===== config.mk =====
export PLATFORM = sky130hd
export DESIGN_NAME = seg7_scan_marquee
export DESIGN_NICKNAME = d
export VERILOG_FILES = /design/src/rtl/seg7_scan_marquee.sv
export SDC_FILE = /design/constraint.sdc
export NUM_CORES = 1
export LEC_CHECK = 0
export ABC_CLOCK_PERIOD_IN_PS = 2800
export CORE_ASPECT_RATIO = 2
export CORE_MARGIN = 8
export CORE_UTILIZATION = 45
export CTS_CLUSTER_DIAMETER = 80
export CTS_CLUSTER_SIZE = 25
export DETAILED_ROUTE_END_ITERATION = 7
export DONT_BUFFER_PORTS = 1
export GPL_TIMING_DRIVEN = 1
export PLACE_DENSITY = 0.59
export SLEW_MARGIN = 20
export SYNTH_ARGS = -nofsm -noshare
export SYNTH_HDL_FRONTEND = slang
export SYNTH_SLANG_ARGS = --single-unit
export TNS_END_PERCENT = 5

===== constraint.sdc =====
create_clock -name clk -period 2.8 [get_ports clk]
set_input_delay 0.28 -clock clk [delete_from_list [all_inputs] [get_ports clk]]
set_output_delay 0.28 -clock clk [all_outputs]
set_load 0.005 [all_outputs]

===== src/rtl/seg7_scan_marquee.sv =====
// Multiplexed common-anode seven-segment driver: buffered hex digits, refresh scan
// from a free-running prescaler, and optional marquee rotation of the message.
module seg7_scan_marquee #(
  parameter int DIGITS     = 4,
  parameter int SCAN_DIV   = 16,
  parameter int STEP_DIV   = 24,
  parameter int ACTIVE_LOW = 1
) (
  input  logic                      clk,
  input  logic                      rst,
  input  logic                      load,
  input  logic [4*DIGITS-1:0]       digits_in,
  input  logic [DIGITS-1:0]         blank_in,
  input  logic                      en,
  input  logic                      mode,
  input  logic                      run,
  output logic [6:0]                seg,
  output logic [DIGITS-1:0]         anode,
  output logic [$clog2(DIGITS)-1:0] offset
);

  localparam int                IW      = $clog2(DIGITS);
  localparam logic [IW-1:0]     LAST    = IW'(DIGITS - 1);
  localparam logic [IW:0]       NDIG    = (IW + 1)'(DIGITS);
  localparam logic [6:0]        SEG_OFF = (ACTIVE_LOW != 0) ? 7'h7F : 7'h00;
  localparam logic [DIGITS-1:0] AN_OFF  = (ACTIVE_LOW != 0) ? {DIGITS{1'b1}} : {DIGITS{1'b0}};

  logic [SCAN_DIV-1:0] scan_cnt;
  logic [STEP_DIV-1:0] step_cnt;
  logic                scan_tick;
  logic                step_tick;
  logic [IW-1:0]       idx;
  logic [IW-1:0]       off_q;
  logic [3:0]          nib_q [DIGITS];
  logic [DIGITS-1:0]   blank_q;
  logic [IW:0]         src_raw;
  logic [IW:0]         src_red;
  logic [IW-1:0]       src;
  logic [6:0]          seg_p0;
  logic [DIGITS-1:0]   anode_p0;
  logic [6:0]          seg_p1;
  logic [DIGITS-1:0]   anode_p1;

  function automatic logic [6:0] hex_to_seg(input logic [3:0] n);
    logic [6:0] s;
    case (n)
      4'h0: s = 7'h3F;
      4'h1: s = 7'h06;
      4'h2: s = 7'h5B;
      4'h3: s = 7'h4F;
      4'h4: s = 7'h66;
      4'h5: s = 7'h6D;
      4'h6: s = 7'h7D;
      4'h7: s = 7'h07;
      4'h8: s = 7'h7F;
      4'h9: s = 7'h6F;
      4'hA: s = 7'h77;
      4'hB: s = 7'h7C;
      4'hC: s = 7'h39;
      4'hD: s = 7'h5E;
      4'hE: s = 7'h79;
      default: s = 7'h71;
    endcase
    return s;
  endfunction

  // Explicit wrap keeps non-power-of-two digit counts legal.
  function automatic logic [IW-1:0] wrap_inc(input logic [IW-1:0] v);
    return (v == LAST) ? '0 : v + 1'b1;
  endfunction

  assign scan_tick = &scan_cnt;
  assign step_tick = &step_cnt;

  always_ff @(posedge clk) begin
    if (rst) begin
      scan_cnt <= '0;
      step_cnt <= '0;
      idx      <= '0;
    end else begin
      scan_cnt <= scan_cnt + 1'b1;
      step_cnt <= step_cnt + 1'b1;
      if (scan_tick) idx <= wrap_inc(idx);
    end
  end

  // A load always restarts the message unrotated, even on a step tick.
  always_ff @(posedge clk) begin
    if (rst) begin
      for (int i = 0; i < DIGITS; i++) nib_q[i] <= 4'h0;
      blank_q <= '1;
      off_q   <= '0;
    end else begin
      if (load) begin
        for (int i = 0; i < DIGITS; i++) nib_q[i] <= digits_in[4*i +: 4];
        blank_q <= blank_in;
      end
      if (load || !mode)          off_q <= '0;
      else if (run && step_tick)  off_q <= wrap_inc(off_q);
    end
  end

  // Stage p0: pick the source digit for the current scan slot and decode it.
  always_comb begin
    src_raw  = {1'b0, idx} + {1'b0, off_q};
    src_red  = (src_raw >= NDIG) ? src_raw - NDIG : src_raw;
    src      = src_red[IW-1:0];
    seg_p0   = 7'h00;
    anode_p0 = '0;
    if (en) begin
      anode_p0[idx] = 1'b1;
      if (!blank_q[src]) seg_p0 = hex_to_seg(nib_q[src]);
    end
  end

  // Stage p1: registered pins; polarity is applied only here.
  always_ff @(posedge clk) begin
    if (rst) begin
      seg_p1   <= SEG_OFF;
      anode_p1 <= AN_OFF;
    end else begin
      seg_p1   <= (ACTIVE_LOW != 0) ? ~seg_p0   : seg_p0;
      anode_p1 <= (ACTIVE_LOW != 0) ? ~anode_p0 : anode_p0;
    end
  end

  assign seg    = seg_p1;
  assign anode  = anode_p1;
  assign offset = off_q;

endmodule


==> impl_metrics.env, run 1 <==
export IMPL_first_pass_iters=4
export IMPL_synth_avg_cell_area_um2=10.2
export IMPL_yosys_most_used_dff="dfxtp_1"
export IMPL_path_max_fanout=9
export IMPL_synth_seq_cells=75
export IMPL_path_cells="ha_1, xnor3_1, mux2i_1, mux2i_1, buf_4, ha_1, and2_0, a2111oi_1, a41oi_1"
export IMPL_yosysMostFrequentCell="dfxtp_1"
export IMPL_p_comb_share_pct=4.1
export IMPL_cap_viol_max_count=0
export IMPL_maxSlewHeadroom_pct=44.8
export IMPL_htreeDepth=3
export IMPL_crit_type="register to register"
export IMPL_drc=0
export IMPL_p_sw_share_pct=20.2
export IMPL_internal_power_w=0.00203
export IMPL_fin_crit_ps=2610
export IMPL_antenna_found_initial=0
export IMPL_clk_path_buf_depth=2
export IMPL_diodes=0
export IMPL_crit_path_end_kind="register"
export IMPL_status="complete, no violations"
export IMPL_share_seq_of_total_power_pct=45.6
export IMPL_cts_setup_buffers=0
export IMPL_grt_pass1_vias=2333
export IMPL_worstPathRequired_ps=2980
export IMPL_slew_viol_final=0
export IMPL_setup_tns_ps=0
export IMPL_power_w=0.00254
export IMPL_grt_pass1_wl_um=11300
export IMPL_synth_warnings=0
export IMPL_yosysSeqAreaShare_pct=49.7
export IMPL_startpoint_type="register"
export IMPL_fp_row_count=44
export IMPL_syn_area_mm2=0.00334
export IMPL_fin_worst_skew_ps=10.8
export IMPL_worstMarginPinSlew_ps=827
export IMPL_clk_root_buffer_cell="clkbuf_16"
export IMPL_chipWidth_um=77.0
export IMPL_initial_core_util_pct=46.4
export IMPL_cts_resized=0
export IMPL_fin_crit_sh_pct=93.1
export IMPL_critPathArrivalTime_ps=2790
export IMPL_rsz0062_at_grt="false"
export IMPL_slowest_stage="xnor3_1"
export IMPL_clock_fmax_mhz=384
export IMPL_die_h_um=138
export IMPL_fillCellCount=666
export IMPL_cpPeakStageDelay_ps=590
export IMPL_hold_buffers=0
export IMPL_numPortBuffers=0
export IMPL_nets=373
export IMPL_overflow=0
export IMPL_power_density_mw_per_mm2=672
export IMPL_seqCellArea_mm2=0.00166
export IMPL_antenna_left=0
export IMPL_routed_via_density=5.25
export IMPL_drt_iter0_drc=67
export IMPL_cts_tree="done"
export IMPL_area_growth_syn_to_layout_pct=12.9
export IMPL_synth_top_area_share_pct=35.3
export IMPL_clk_latency_ps=330
export IMPL_cts_sinks=75
export IMPL_wl_per_cell_um=15.8
export IMPL_grt_max_degree=50
export IMPL_hp_class="input port to register"
export IMPL_ys_async_sr_fraction_pct=0
export IMPL_syn_num_nets=367
export IMPL_multi_input_area_mm2=0.00160
export IMPL_power_switching_w=0.000512
export IMPL_core_mm2=0.00721
export IMPL_synthTopCellsByCount="dfxtp_1, nor2_1, xor2_1, nand2_1"
export IMPL_crit_family="XOR/XNOR gates"
export IMPL_gp_congestion=0.860
export IMPL_p_leak_nw=1.47
export IMPL_vias=2258
export IMPL_cts_buffers_inserted=9
export IMPL_grt_usage_pct=13.8
export IMPL_ios=39
export IMPL_dp_hpwl_um=4940
export IMPL_finalWirelength_um=6790
export IMPL_yosysTopAreaCell="dfxtp_1"
export IMPL_ys_types=37
export IMPL_die_area_mm2=0.0106
export IMPL_synth_cells=327
export IMPL_synthTopCellsByArea="dfxtp_1, edfxtp_1, xor2_1"
export IMPL_clkPwrFrac_pct=50.3
export IMPL_setup_viol=0
export IMPL_clk_pin_slew_ps=60
export IMPL_path_buf_inv=1
export IMPL_drive_gt1_share_pct=7.40
export IMPL_synth_enable_flop_cells=16
export IMPL_vdd_drop_max_v=0.000366
export IMPL_finalHoldViolCount=0
==> layout make-up <==
type / instances / share of cell area [%]
sequential: 75 / 44.0
clock buffer: 11 / 6.76
timing repair buffer: 5 / 0.994
clock inverter: 5 / 2.19
inverter: 7 / 0.696
multi-input combinational: 235 / 42.3
tap: 92 / 3.05
==> registers in the layout (all words and copies together) (netlist names) <==
register	flops
anode	4
blank_q	4
idx	2
nib_q	16
offset	2
scan_cnt	16
seg	7
step_cnt	24
==> layer usage <==
layer | wire [µm] | GRT usage, %
met1 | 2480 | 12.2
met2 | 3910 | 26.6
met3 | 232 | 4.55
met4 | 163 | 7.54
met5 | 0 | 0
==> final timing paths <==
kind | endpoint | slack (ps) | startpoint | depth (start not counted)
worst max-delay path | seg[3]$_SDFF_PP1_ | 190 | idx[0]$_SDFFE_PP0P_ | 9
worst min register to register | scan_cnt[0]$_SDFF_PP0_ | 450 | scan_cnt[0]$_SDFF_PP0_ | 1
worst min-delay path | scan_cnt[4]$_SDFF_PP0_ | 20 | rst | 1
worst max register to register | seg[3]$_SDFF_PP1_ | 190 | idx[0]$_SDFFE_PP0P_ | 9
==> stage by stage <==
stage / cells / hold WS [ps] / setup WS (ps) / util (%) / instance area [µm²]
2_1_floorplan: 327 / 398 / 461 / - / 3340
3_3_place_gp: 414 / 358 / 229 / 47.7 / 3440
3_5_place_dp: 414 / 359 / 199 / 47.7 / 3440
4_1_cts: 430 / 3.96 / 187 / 52.3 / 3770
5_1_grt: 430 / 7.70 / 18.2 / 52.3 / 3770
6_report: 430 / 19.4 / 193 / 52.3 / 3770
==> worst reg2reg max path: stages (launching register included) <==
cell       delay (ps)
dfxtp_1           350
ha_1              200
xnor3_1           590
mux2i_1           270
mux2i_1           110
buf_4             180
ha_1              250
and2_0            160
a2111oi_1         280
a41oi_1            70
==> kinds of logic after synthesis <==
logic type / after synthesis / share of synthesized area, %
multiplexers: 21 / 6.58
adder cells (fa/ha/maj): 14 / 5.24
XOR/XNOR: 36 / 9.84
AO/OA/AOI/OAI: 21 / 4.34
AND/OR/NAND/NOR: 143 / 21.7
buffers and inverters: 17 / 2.58
flip-flops: 75 / 49.7
==> power by group through the flow <==
stage               combinational, W  clock, W  sequential (W)
finish                      0.000104   0.00128         0.00116
global route                0.000117   0.00135         0.00116
CTS                         0.000105   0.00131         0.00116
detailed placement          0.000104         0         0.00118
global placement            0.000103         0         0.00118
floorplan                  0.0000909         0         0.00117
==> cell usage in the layout, fill, tap and decap left out, types with 4 or more instances in the layout <==
cell type	count
dfxtp_1	59
nor2_1	46
xor2_1	28
nand2_1	22
mux2i_1	18
nand3_1	18
and2_1	17
edfxtp_1	16
ha_1	14
nand4_1	11
clkbuf_16	10
nor2b_1	9
inv_1	7
xnor2_1	7
a21oi_1	5
buf_4	5
and4_1	4
or3_1	4
a211o_1	4
o21ai_0	4
(Power assumes the default switching activity.)
==> run 2: changes to the inputs <==
Settings changed: CTS_CLUSTER_SIZE 25 to 24.
==> results of run 2 <==
Same layout as run 1: the final DEF is identical, and so are final timing and power.
==> run 3: changes to the inputs <==
Settings changed: ABC_CLOCK_PERIOD_IN_PS 2800 to 2110, PLACE_DENSITY 0.59 to 0.61.
Clock period 2.8 ns to 2.11 ns, I/O delays scaled along.
==> impl_metrics.env, run 3 (synthesis gave the netlist of run 1 again) <==
export IMPL_power_density_mw_per_mm2=814
export IMPL_die_h_um=138
export IMPL_power_w=0.00328
export IMPL_cts_sinks=75
export IMPL_fin_worst_skew_ps=5.94
export IMPL_r2r_slack_ps=-9
export IMPL_hp_class="input port to register"
export IMPL_p_leak_nw=1.61
export IMPL_final_common_cell="dfxtp_1"
export IMPL_violations="negative setup slack"
export IMPL_clk_root_buffer_cell="clkbuf_16"
export IMPL_clk_pin_slew_ps=60
export IMPL_rsz0062_at_grt="true"
export IMPL_dp_hpwl_um=4960
export IMPL_numPortBuffers=0
export IMPL_grt_max_degree=47
export IMPL_clk_path_buf_depth=2
export IMPL_die_area_mm2=0.0106
export IMPL_path_max_fanout=6
export IMPL_vias=2352
export IMPL_clock_fmax_mhz=472
export IMPL_grt_pass1_vias=2387
export IMPL_crit_path_end_kind="register"
export IMPL_drive_gt1_share_pct=14.5
export IMPL_gp_congestion=0.779
export IMPL_fin_crit_sh_pct=100
export IMPL_setup_viol=1
export IMPL_hold_ws_ps=18.3
export IMPL_fillCellCount=646
export IMPL_finalWirelength_um=6740
export IMPL_min_to="blank_q[2]$_SDFFE_PP1P_"
export IMPL_antenna_left=0
export IMPL_cts_tree="done"
export IMPL_cap_viol_max_count=0
export IMPL_wl_per_cell_um=14.7
export IMPL_nets=400
export IMPL_antenna_found_initial=1
export IMPL_drt_iter0_drc=83
export IMPL_first_pass_iters=4
export IMPL_fin_area_mm2=0.00403
export IMPL_overflow=0
export IMPL_grt_pass1_wl_um=11600
export IMPL_worstMarginPinSlew_ps=599
export IMPL_setup_tns_ps=-8.76
export IMPL_clk_latency_ps=330
export IMPL_top_register="step_cnt"
export IMPL_crit_type="register to register"
export IMPL_chipWidth_um=77.0
export IMPL_reg2regPathDepth=10
export IMPL_hp_start="load"
export IMPL_cts_buffers_inserted=9
export IMPL_ios=39
export IMPL_finalHoldViolCount=0
export IMPL_dpl_cell_area_mm2=0.00362
export IMPL_layout_common_cells="dfxtp_1, nor2_1, xor2_1"
export IMPL_status="finished with violations"
export IMPL_routed_via_density=5.14
export IMPL_critPathArrivalTime_ps=2310
export IMPL_initial_core_util_pct=46.4
export IMPL_drc=0
export IMPL_reg_top3="step_cnt x24, nib_q x16, scan_cnt x16"
export IMPL_grt_usage_pct=14.2
export IMPL_largest_reg_flops=24
export IMPL_dp_slack_ps=-108
export IMPL_slew_viol_final=0
export IMPL_worst_r2r_endpoint="seg[3]$_SDFF_PP1_"
export IMPL_timing_rr_start="offset[0]$_SDFFE_PP0P_"
export IMPL_area_growth_syn_to_layout_pct=20.6
export IMPL_worstPathRequired_ps=2300
export IMPL_final_setup_worst_slack_ps=-8.76
export IMPL_fp_row_count=44
export IMPL_min_path_cells=1
export IMPL_vdd_drop_max_v=0.000517
export IMPL_htreeDepth=3
export IMPL_maxSlewHeadroom_pct=60.0
export IMPL_core_mm2=0.00721
export IMPL_startpoint_type="register"
export IMPL_fin_crit_ps=2120
export IMPL_cp_startpoint="offset[0]$_SDFFE_PP0P_"
## run 3: changes by cell type in the layout (fill, tap and decap cells not counted), moves of 3 or more
cell / before / now
mux2i_1: 18 / 15
dlygate4sd3_1: 0 / 5
buf_4: 5 / 23
mux2i_2: 1 / 4
buf_12: 0 / 3
## run 3: area by class of cell
| class | count | area, µm² | share of cell area (%) |
|---|---|---|---|
| Antenna cell | 1 | 2.50 | 0.0620 |
| Timing Repair Buffer | 32 | 294 | 7.29 |
| Inverter | 7 | 26.3 | 0.651 |
| Sequential cell | 75 | 1660 | 41.2 |
| Clock inverter | 4 | 48.8 | 1.21 |
| Multi-Input combinational cell | 235 | 1630 | 40.3 |
| Clock buffer | 12 | 258 | 6.39 |
| Tap cell | 92 | 115 | 2.85 |
## run 3: repair_timing
item	CTS	global route
buffers inserted	1	0
hold buffers	6	0
resized for setup	4	5
endpoints found under the setup margin	7	7
pin swaps	2	0
endpoints found under the hold margin	46	0
## run 3: worst max-delay path: stages, from the launching register on
cell and delay [ps]:
dfxtp_1 310, ha_1 190, xnor3_1 220, buf_6 150, mux2i_1 220, mux2i_2 110, buf_4 160, ha_1 190
and2_1 140, a2111oi_2 200, a41oi_1 80
## run 3: worst max-delay path by stage
stage / end / slack [ps] / cells past startpoint
floorplan: seg[3]$_SDFF_PP1_ / -130 / 8
global placement: seg[3]$_SDFF_PP1_ / -40 / 10
detailed placement: seg[3]$_SDFF_PP1_ / -110 / 10
CTS: seg[3]$_SDFF_PP1_ / -30 / 10
global route: seg[3]$_SDFF_PP1_ / -150 / 10
finish: seg[3]$_SDFF_PP1_ / -9 / 10
## run 3: per-stage QoR
step | util, % | cells
2_1_floorplan | - | 327
3_3_place_gp | 50.2 | 434
3_5_place_dp | 50.2 | 434
4_1_cts | 55.7 | 457
5_1_grt | 55.9 | 458
6_report | 55.9 | 458
## run 3: power breakdown
part	switching, W	internal (W)
Clock	0.000565	0.000986
Combinational	0.0000999	0.0000974
Sequential	0.0000216	0.00151
Total	0.000687	0.00260
## run 3: routing by layer
layer	GRT usage (%)	up-vias	share of wire (%)
met1	13.1	1093	37
met5	0	-	0
met4	9.05	0	3.9
li1	-	1197	-
met2	26.3	46	55
met3	4.42	16	4.1
